`src/rtl/temp_pkg.sv`:
```
// Shared types, default widths and the saturation helper for the temperature scanner.
package temp_pkg;

  typedef enum logic [2:0] {
    IDLE,
    LOAD,
    MUL,
    ADD,
    OUT
  } state_t;

  localparam int DEF_NUM_CH   = 4;
  localparam int DEF_BASE_W   = 5;
  localparam int DEF_COEF_W   = 4;
  localparam int DEF_SENS_W   = 4;
  localparam int DEF_TEMP_W   = 8;
  localparam int DEF_ALARM_HI = 200;
  localparam int DEF_ALARM_LO = 150;

  // True when sum does not fit in temp_w bits and must be clipped to all ones.
  function automatic logic is_saturated(input logic [63:0] sum, input int unsigned temp_w);
    return (sum >> temp_w) != 64'd0;
  endfunction

endpackage

```
`src/rtl/shift_add_mul.sv`:
```
// Sequential A_W x B_W unsigned multiplier: one multiplier bit per cycle, LSB first.
module shift_add_mul #(
  parameter int A_W = 4,
  parameter int B_W = 4
) (
  input  logic               clk,
  input  logic               rst_n,
  input  logic               start,
  input  logic [A_W-1:0]     a,
  input  logic [B_W-1:0]     b,
  output logic               done,
  output logic [A_W+B_W-1:0] product
);

  localparam int P_W   = A_W + B_W;
  localparam int CNT_W = $clog2(B_W + 1);

  logic [P_W-1:0]   mcand;
  logic [B_W-1:0]   mplier;
  logic [CNT_W-1:0] count;

  // NOTE: sequential state uses non-blocking assignments so every register samples pre-edge values.
  always_ff @(posedge clk or negedge rst_n) begin
    if (!rst_n) begin
      mcand   <= '0;
      mplier  <= '0;
      count   <= '0;
      product <= '0;
    end else if (start) begin
      mcand   <= P_W'(a);
      mplier  <= b;
      count   <= CNT_W'(B_W);
      product <= '0;
    end else if (count != '0) begin
      if (mplier[0]) product <= product + mcand;
      mcand  <= mcand << 1;
      mplier <= mplier >> 1;
      count  <= count - 1'b1;
    end
  end

  // Asserted during the final step so the caller can leave MUL on the same edge.
  assign done = (count == CNT_W'(1));

endmodule

```
`src/rtl/temperature_scanner.sv`:
```
// Round-robin multi-channel temperature scanner: base + coef*sensor per channel,
// saturated, delivered on a valid/ready stream with per-channel hysteretic alarm.
module temperature_scanner
  import temp_pkg::*;
#(
  parameter int NUM_CH   = DEF_NUM_CH,
  parameter int BASE_W   = DEF_BASE_W,
  parameter int COEF_W   = DEF_COEF_W,
  parameter int SENS_W   = DEF_SENS_W,
  parameter int TEMP_W   = DEF_TEMP_W,
  parameter int ALARM_HI = DEF_ALARM_HI,
  parameter int ALARM_LO = DEF_ALARM_LO
) (
  input  logic                      clk,
  input  logic                      rst_n,
  input  logic                      scanEn,
  input  logic [NUM_CH*BASE_W-1:0]  baseTemp,
  input  logic [NUM_CH*COEF_W-1:0]  tempCoef,
  input  logic [NUM_CH*SENS_W-1:0]  sensorVal,
  output logic                      outValid,
  input  logic                      outReady,
  output logic [$clog2(NUM_CH)-1:0] outCh,
  output logic [TEMP_W-1:0]         outTemp,
  output logic                      outSat,
  output logic [NUM_CH-1:0]         alarm,
  output logic                      busy
);

  localparam int CH_W   = $clog2(NUM_CH);
  localparam int PROD_W = COEF_W + SENS_W;
  localparam int SUM_W  = BASE_W + PROD_W + 1;

  localparam logic [TEMP_W-1:0] HI_T = TEMP_W'(ALARM_HI);
  localparam logic [TEMP_W-1:0] LO_T = TEMP_W'(ALARM_LO);

  state_t state, state_nxt;

  logic [CH_W-1:0]   ptr;
  logic [BASE_W-1:0] base_q;
  logic [BASE_W-1:0] base_sel;
  logic [COEF_W-1:0] coef_sel;
  logic [SENS_W-1:0] sens_sel;
  logic              mul_start;
  logic              mul_done;
  logic [PROD_W-1:0] product;
  logic [SUM_W-1:0]  sum;
  logic              sat_flag;
  logic [TEMP_W-1:0] temp_sat;
  logic              accept;

  assign base_sel = baseTemp[int'(ptr)*BASE_W +: BASE_W];
  assign coef_sel = tempCoef[int'(ptr)*COEF_W +: COEF_W];
  assign sens_sel = sensorVal[int'(ptr)*SENS_W +: SENS_W];

  assign outValid  = (state == OUT);
  assign busy      = (state != IDLE);
  assign accept    = outValid & outReady;
  assign mul_start = (state == LOAD);

  // Coefficient and sensor are captured inside the multiplier on start; base is held here.
  shift_add_mul #(
    .A_W(COEF_W),
    .B_W(SENS_W)
  ) u_mul (
    .clk    (clk),
    .rst_n  (rst_n),
    .start  (mul_start),
    .a      (coef_sel),
    .b      (sens_sel),
    .done   (mul_done),
    .product(product)
  );

  assign sum      = SUM_W'(base_q) + SUM_W'(product);
  assign sat_flag = is_saturated(64'(sum), TEMP_W);
  assign temp_sat = sat_flag ? '1 : sum[TEMP_W-1:0];

  always_ff @(posedge clk or negedge rst_n) begin
    if (!rst_n) state <= IDLE;
    else        state <= state_nxt;
  end

  always_comb begin
    // NOTE: next-state gets a default before the case so no path leaves it unassigned (no latch).
    state_nxt = state;
    case (state)
      IDLE:    if (scanEn) state_nxt = LOAD;
      LOAD:    state_nxt = MUL;
      MUL:     if (mul_done) state_nxt = ADD;
      ADD:     state_nxt = OUT;
      OUT:     if (outReady) state_nxt = scanEn ? LOAD : IDLE;
      default: state_nxt = IDLE;
    endcase
  end

  always_ff @(posedge clk or negedge rst_n) begin
    if (!rst_n) begin
      ptr     <= '0;
      base_q  <= '0;
      outCh   <= '0;
      outTemp <= '0;
      outSat  <= 1'b0;
      alarm   <= '0;
    end else begin
      if (state == LOAD) base_q <= base_sel;

      if (state == ADD) begin
        outTemp <= temp_sat;
        outSat  <= sat_flag;
        outCh   <= ptr;
        // Hysteresis band between LO_T and HI_T leaves the flag as it was.
        if (temp_sat >= HI_T)      alarm[ptr] <= 1'b1;
        else if (temp_sat <= LO_T) alarm[ptr] <= 1'b0;
      end

      if (accept) ptr <= (ptr == CH_W'(NUM_CH - 1)) ? '0 : ptr + 1'b1;
    end
  end

endmodule
```
`config.mk`:
```
export PLATFORM = sky130hd
export DESIGN_NAME = temperature_scanner
export DESIGN_NICKNAME = d
export VERILOG_FILES = /design/src/rtl/temp_pkg.sv /design/src/rtl/shift_add_mul.sv /design/src/rtl/temperature_scanner.sv
export SDC_FILE = /design/constraint.sdc
export NUM_CORES = 1
export LEC_CHECK = 0
export CORE_UTILIZATION = 45
export DETAILED_ROUTE_END_ITERATION = 10
export GPL_TIMING_DRIVEN = 0
export HOLD_SLACK_MARGIN = 0.03
export PLACE_DENSITY = 0.76
export SYNTH_ARGS = -nofsm -noshare
export SYNTH_HDL_FRONTEND = slang
export SYNTH_SLANG_ARGS = --single-unit
```
`constraint.sdc`:
```
create_clock -name clk -period 2.38 [get_ports clk]
set_input_delay 0.238 -clock clk [delete_from_list [all_inputs] [get_ports clk]]
set_output_delay 0.238 -clock clk [all_outputs]
set_load 0.01 [all_outputs]
```
* After elaboration in Yosys (flattened, before gate mapping) *
Cells that the tools add are included.

word-level totals
  output and inout port bits = 17
  register bits = 48

cells by class
  shift operators = 3
  add/sub/neg operators = 4
  bitwise logic cells = 4
  magnitude comparators = 4
  eq/ne operators = 9
  multiply operators = 1
  mux-type cells = 20
  reductions and logical operators = 11

operators with widths
  cell                 number
  $reduce_bool 64->1   1
  $mux 8               6
  $shiftx 16x5->4      2
  $shiftx 20x6->5      1
  $mux 4               4
  $mux 3               5
  $pmux 3 s5           1
  $add 5x8->9          1
  $add 8x8->8          1
  $ge 8x8->1 const B   1
  $le 8x8->1 const B   1
  $eq 3x1->1 const B   2
  $eq 3x2->1 const B   2
  $reduce_bool 2->1    3
  $reduce_bool 3->1    2
  $mul 2x3->5 const B  1
  $and 4x4->4          1
  $ne 2x2->1 const B   2
  $not 4->4            1
  $or 4x4->4           1
  $reduce_and 2->1     2
  $eq 3x3->1 const B   1
  $logic_not 3->1      1
  $lt 2x3->1 const B   1
  other kinds (11)     12

* Logic depth before layout (Yosys ltp) *
Gate-level depths: netlist (run 1).

  depth in word-level cells = 8
  depth in mapped cells = 10
  mapped depth without buffers = 10

* Hierarchy *
A second synthesis (run 1) with hierarchy kept.

unflattened totals
  cells, all modules = 302
  area total of the unflattened synthesis = 3062.9 µm²

modules (own cells, without submodules)
  module               cells an instance  instances  seq. area each (µm²)  area an instance (µm²)
  temperature_scanner  161                1          625.6                 1746.7
  shift_add_mul        141                1          575.6                 1316.3

* Worst setup path before layout (run 1) *
No wires, ideal clock.

  path type = register to register
  start = register u_mul.product[0]
  end = register (tool-made name)
  setup time = 76 ps
  buffers on the path = 0
  data required time = 2304 ps
  stages on the path, launching flop included = 10
  setup slack = -105 ps
  data arrival time = 2409 ps
  cell sequence = dfrtp_1 ha_1 fa_1 and3_1 or2_4 a32o_1 a211oi_2 a21oi_1 or3_4 o21ai_1

RTL lines
  what                    line                 RTL
  start, declared         shift_add_mul.sv:12  output logic [A_W+B_W-1:0] product
  start signal, assigned  shift_add_mul.sv:35  if (mplier[0]) product <= product + mcand;

==> key figures, run 1 <==
Status
  • Status: finished, violations left
  • Violated checks: design-rule violations, negative setup slack

Synthesis
  • Mean area per synthesized cell: 9.83 um^2
  • Post-Syn Instances: 308
  • Synth Register Bits: 48
  • Largest area contributor in the netlist: dfrtp_1
  • Post-synthesis adder-cell area fraction: 9.17%
  • Post-synth top cells: 48 x dfrtp_1, 43 x nand2_1, 27 x a21oi_1
  • Post-Syn Nets: 385
  • Post-synth EDFFs: 0
  • Count leader, synth: dfrtp_1
  • Syn. warnings: 0
  • Synth Area in Simple Gates: 15.5%
  • XOR/XNOR share of the synthesized area: 2.60%
  • Post-synth ARST share: 100%
  • Synth top area share: 39.7%
  • Post-synthesis compound-gate area fraction: 15.1%
  • Seq/Total Area, Yosys: 39.7%
  • Top_reg_cell synth: dfrtp_1
  • Top area cells in the synthesized netlist: dfrtp_1 40%, mux4_2 9.7%, ha_1 7.8%, nand2_1 5.3%, a21oi_1 4.5%
  • Syn Std Cell Area: 3030 um^2
  • Post-synthesis mux area share: 14.3%
  • Main combinational cell family by area after synthesis: simple AND/OR/NAND/NOR gates
  • Synth unique cells: 46

Pwr
  • Clk pwr share: 11.2%
  • Sw frac: 41.0%
  • Part of the power in combinational logic: 57.7%
  • Internal cell power: 2.69 mW
  • Sequential share of power: 31.1%
  • Maximum vdd drop: 534 uV
  • LEAKAGE: 1.69 nW
  • Power Density: 1130 nW/um^2
  • Net Switching: 1.87 mW
  • Total power: 4.55 mW

Drt
  • Total number of vias: 2,591
  • Routed length per placed instance: 14.7 um
  • Detailed Routing Iterations Pass 1: 7
  • Avg Vias per Cell: 5.50
  • DRC viols: 2
  • Initial DRC Count: 139
  • Total Wirelength: 6910 um
  • Final ANT Viol Nets: 0

Cells and area
  • Area of all placed cells without fillers: 4030 um^2
  • Non-filler instance count after layout: 471
  • Layout Area Growth over Synthesis: 33.0%
  • Fin nets: 470
  • Layout cells sized above 1: 12.2%
  • Fill cells: 538
  • Util after Layout: 62.7%
  • Antenna Cells: 0

Placed design
  • Placed Cells: 458
  • GP Congestion: 0.853
  • DPL Wire Length: 5290 um
  • Port Buffer Count: 72
  • DP Area: 3870 um^2

Timing
  • Setup Viol. Count Final: 4
  • Relative slew slack: 50.0%
  • RSZ-0062 raised after global routing: yes
  • Final hold violation count: 0
  • Final Max Slew Viols: 0
  • Setup_tns: -0.529 ns
  • Final min period: 2.52 ns
  • Worst slew pin tran: 0.750 ns
  • Worst setup margin: -0.144 ns
  • Final Skew: 0.0131 ns
  • FMAX: 396 MHz
  • Final period util: 106%

Critical path
  • Worst path required time: 2.61 ns
  • Crit path DAT: 2.75 ns
  • Critical path's largest stage delay: 0.39 ns
  • Critical path peak fanout: 6
  • Crit-path cells: ha_2 -> fa_2 -> and3_4 -> or2_4 -> a32o_1 -> a211oi_2 -> a21oi_1 -> or3_4 -> o21ai_1
  • Critical R2R Launch: base_q[0]
  • Crit path launch: base_q[0]
  • Kind of end point of the critical path: register
  • Slowest-stage cell, CP: dfrtp_1
  • WS Path Type: register to register
  • Worst setup SP type: register

Clock network
  • CTS Buffer Depth: 2
  • CTS Buf Count: 5
  • Clock sink count: 48
  • Clock Tree Root: clkbuf_8
  • Clock transition at path regs: 0.09 ns
  • Worst-Skew Late Latency: 0.30 ns
  • CTS tree: yes
  • CTS H-tree depth: 2

GRT
  • All-Layer GR Usage: 20.5%
  • Vias in the first global route: 2,478
  • Largest net degree at the start of global routing: 35
  • Overflow left after global routing: 0
  • First-pass GRT wire length: 11,500 um
  • Initial antenna violation count: 0

Floorplan
  • Total die area: 7060 um^2
  • Die Wd: 84.0 um
  • FP Rows: 29
  • Core area: 6420 um^2
  • Initial Utilization: 47.2%
  • Die H: 84.0 um
  • I/O pins: 73

Flow run
  • Max Cap Viol: 0

Worst hold path
  • Hold Path Class: input pin to async pin
==> cell usage in the layout, fill, tap and decap left out, types with 6 or more instances in the layout <==
master           count
nand2_1             43
dfrtp_1             48
nand3_1              6
inv_1               13
mux2_2               7
clkbuf_8             6
a21oi_1             27
mux2i_1              6
clkdlybuf4s50_1     71
clkbuf_1            13
ha_1                17
mux4_2              13
nor2_1              20
o21ai_0             20
==> what timing repair did <==
| action | 4_1_cts | 5_1_grt |
|---|---|---|
| pin swaps | 2 | 2 |
| hold endpoints to repair | 14 | 0 |
| setup buffers | 3 | 1 |
| resized for setup | 5 | 3 |
| hold buffers | 1 | 0 |
| setup endpoints to repair | 4 | 5 |
==> path summary, 6_finish.rpt <==
kind	end	slack (ns)	cells past startpoint
setup / recovery	register	-0.14	9
hold / removal	outCh[1]	0.38	2
setup reg to reg	register	-0.14	9
hold reg to reg	state[1]	0.48	1
max in group asynchronous	u_mul.mcand[2]	1.47	3
min in group clk	state[1]	0.48	1
==> flip-flops by register name, summed over array words and instances, names as in the netlist, named ones only <==
name / cells
outCh: 2
base_q: 5
outTemp: 8
u_mul.mcand: 8
outSat: 1
ptr: 2
u_mul.product: 8
state: 3
u_mul.mplier: 4
u_mul.count: 3
==> area by class of cell <==
class / count / area (um^2) / area share [%]
Multi-Input combinational cell: 231 / 1750 / 43.5
Clock buffer: 8 / 90.1 / 2.24
Tap cell: 77 / 96.3 / 2.39
Inverter: 13 / 48.8 / 1.21
Timing Repair Buffer: 78 / 776 / 19.3
Buffer: 16 / 63.8 / 1.58
Sequential cell: 48 / 1200 / 29.8
==> power groups by stage <==
stage | combinational (mW) | clock [mW] | sequential [mW]
after CTS | 2.62 | 0.519 | 1.42
after detailed placement | 2.53 | 0 | 1.44
after global placement | 2.46 | 0 | 1.42
after floorplan | 1.75 | 0 | 1.41
after global routing | 2.90 | 0.560 | 1.46
final | 2.62 | 0.510 | 1.42
==> kinds of logic (layout without fill, tap and decap cells) <==
| family | after synthesis | after routing |
|---|---|---|
| compound gates | 75 | 75 |
| xor+xnor | 9 | 9 |
| fa+ha+maj | 21 | 21 |
| buf+inv | 29 | 115 |
| flops | 48 | 48 |
| mux | 26 | 26 |
| simple gates | 100 | 100 |
==> metal layers <==
layer	share of wire, %	track usage [%]	vias up
li1	-	-	1265
met1	47	27.6	1256
met2	48	33.8	59
met3	3.3	3.76	11
met4	1.8	6.27	0
met5	0	0	-
==> worst max-delay path: cells and delay by family (launching register included) <==
kind / cells / cell delay [ns]
simple gates: 3 / 0.81
compound gates: 4 / 0.71
fa+ha+maj: 2 / 0.55
flops: 1 / 0.39
==> stage by stage <==
| step | setup WS, ns | hold slack (ns) |
|---|---|---|
| 3_5_place_dp | -0.201 | 0.180 |
| 5_1_grt | -0.226 | 0.414 |
| 3_3_place_gp | -0.288 | 0.456 |
| 6_report | -0.144 | 0.385 |
| 4_1_cts | -0.172 | 0.385 |
| 2_1_floorplan | 0.0252 | -0.0576 |
(Power assumes the default switching activity.)
==> run 2, diff against run 1 <==
- SLEW_MARGIN: not set -> 10
==> results of run 2 <==
No change in the layout: final DEF, timing and power equal those of run 1.
==> run 3, diff against run 2 <==
- CORE_MARGIN: not set -> 5
- CORE_UTILIZATION: 45 -> 52
- PLACE_DENSITY: 0.76 -> 0.83
- clock period: 2.38 -> 3.2 ns (I/O delays scaled with it)
==> key figures, run 3 (synthesis gave the netlist of run 1 again) <==
Critical path
  • Critical path peak fanout: 6
  • Crit path DAT: 3.00 ns
  • WS Path Type: register to register
  • Kind of end point of the critical path: register
  • Crit-path cells: ha_1 -> fa_1 -> and3_1 -> or2_4 -> a32o_1 -> a211oi_2 -> a21oi_1 -> or3_4 -> o21ai_1
  • Slowest-stage cell, CP: fa_1
  • Worst setup SP type: register
  • Crit path launch: u_mul.product[0]
  • Worst reg-to-reg setup slack: 0.43 ns
  • Worst path required time: 3.42 ns
  • Critical R2R Launch: u_mul.product[0]
  • R2R cell count: 9
  • Critical path's largest stage delay: 0.43 ns

Timing
  • FMAX: 360 MHz
  • Relative slew slack: 52.9%
  • Final Skew: 0.00466 ns
  • Worst setup margin: 0.425 ns
  • Setup_tns: 0 ns
  • Final Max Slew Viols: 0
  • Worst slew pin tran: 0.707 ns
  • Setup Viol. Count Final: 0
  • Final min period: 2.77 ns
  • RSZ-0062 raised after global routing: no
  • Final period util: 86.7%
  • Final hold violation count: 0

GRT
  • Initial antenna violation count: 0
  • Overflow left after global routing: 0
  • All-Layer GR Usage: 19.9%
  • Vias in the first global route: 2,595
  • First-pass GRT wire length: 11,800 um
  • Largest net degree at the start of global routing: 32

Pwr
  • LEAKAGE: 1.67 nW
  • Maximum vdd drop: 475 uV
  • Power Density: 837 nW/um^2

Flow run
  • Max Cap Viol: 0

Drt
  • Total number of vias: 2,553
  • DRC viols: 0
  • Routed length per placed instance: 15.2 um
  • Total Wirelength: 7000 um
  • Detailed Routing Iterations Pass 1: 4
  • Initial DRC Count: 83
  • Final ANT Viol Nets: 0
  • Avg Vias per Cell: 5.53

Floorplan
  • I/O pins: 73
  • Die Wd: 86.3 um
  • Total die area: 7450 um^2
  • Core area: 5570 um^2
  • Initial Utilization: 54.3%
  • FP Rows: 27
  • Die H: 86.3 um

Clock network
  • CTS tree: yes
  • Clock sink count: 48
  • CTS H-tree depth: 2
  • CTS resizes: 0
  • Clock Tree Root: clkbuf_8
  • CTS Buf Count: 5
  • Clock transition at path regs: 0.08 ns
  • Post-CTS Setup Inserts: 0
  • CTS Buffer Depth: 2
  • Worst-Skew Late Latency: 0.30 ns

Cells and area
  • Most frequent cells in the layout: 71 x clkdlybuf4s50_1, 48 x dfrtp_1, 43 x nand2_1, 27 x a21oi_1, 21 x o21ai_0
  • Commonest non-fill, non-tap cell in the layout: clkdlybuf4s50_1
  • Antenna Cells: 0
  • Layout Area Growth over Synthesis: 30.6%
  • Top Registers: outTemp: 8 flops, u_mul.mcand: 8 flops, u_mul.product: 8 flops
  • Layout cells sized above 1: 9.23%
  • Fin nets: 466

Placed design
  • GP Congestion: 0.872
  • Pre-CTS setup slack: 0.432 ns
  • Port Buffer Count: 72
  • DPL Wire Length: 5600 um

Worst hold path
  • Hold Path Class: register to register

Status
  • Status: complete, no violations
[run 3: worst min-delay path by stage]
stage                     startpoint   endpoint  cells past startpoint
after floorplan                rst_n  async pin                      0
after global placement      state[2]   state[1]                      1
after detailed placement       rst_n     ptr[0]                      1
after CTS                   state[2]   state[1]                      1
after global routing        state[2]   state[1]                      1
final                       state[2]   state[1]                      1
[run 3: metal layers]
| metal | GRT usage, % | routed length [um] | up-vias |
|---|---|---|---|
| li1 | - | - | 1260 |
| met3 | 5.23 | 438 | 11 |
| met4 | 5.95 | 105 | 0 |
| met2 | 34.4 | 3430 | 62 |
| met5 | 0 | 0 | - |
| met1 | 24.3 | 3030 | 1220 |
[run 3: stage by stage]
step	hold slack (ns)	utilization (%)	cells	instance area [um^2]	total power [mW]
3_5_place_dp	0.280	69.2	453	3850	2.94
2_1_floorplan	0.0244	-	308	3030	2.35
6_report	0.482	71.0	462	3960	3.31
4_1_cts	0.482	71.0	462	3960	3.33
5_1_grt	0.484	71.0	462	3960	3.59
3_3_place_gp	0.456	68.9	452	3840	2.87
[run 3: timing repair]
action | in CTS | in global routing
hold buffers | 1 | 0
endpoints found under the hold margin | 17 | 0
endpoints found under the setup margin | 0 | 0
[run 3: power by group]
group	internal, mW	switching, mW
logic	0.921	0.959
clock network	0.177	0.199
registers	0.855	0.200
[run 3: worst max-delay path: cells and delay by family, from the launching register on]
kind / cells / cell delay [ns]
compound gates: 4 / 0.79
fa+ha+maj: 2 / 0.65
flops: 1 / 0.42
simple gates: 3 / 0.83
[run 3: area by class of cell]
| cell class | instances | area, um^2 |
|---|---|---|
| timing repair buffer | 74 | 746 |
| fill | 422 | 1620 |
| multi-input combinational | 231 | 1720 |
| clock buffer | 8 | 90.1 |
| inverter | 13 | 48.8 |
| buffer | 16 | 63.8 |
| sequential | 48 | 1200 |
| tap | 72 | 90.1 |
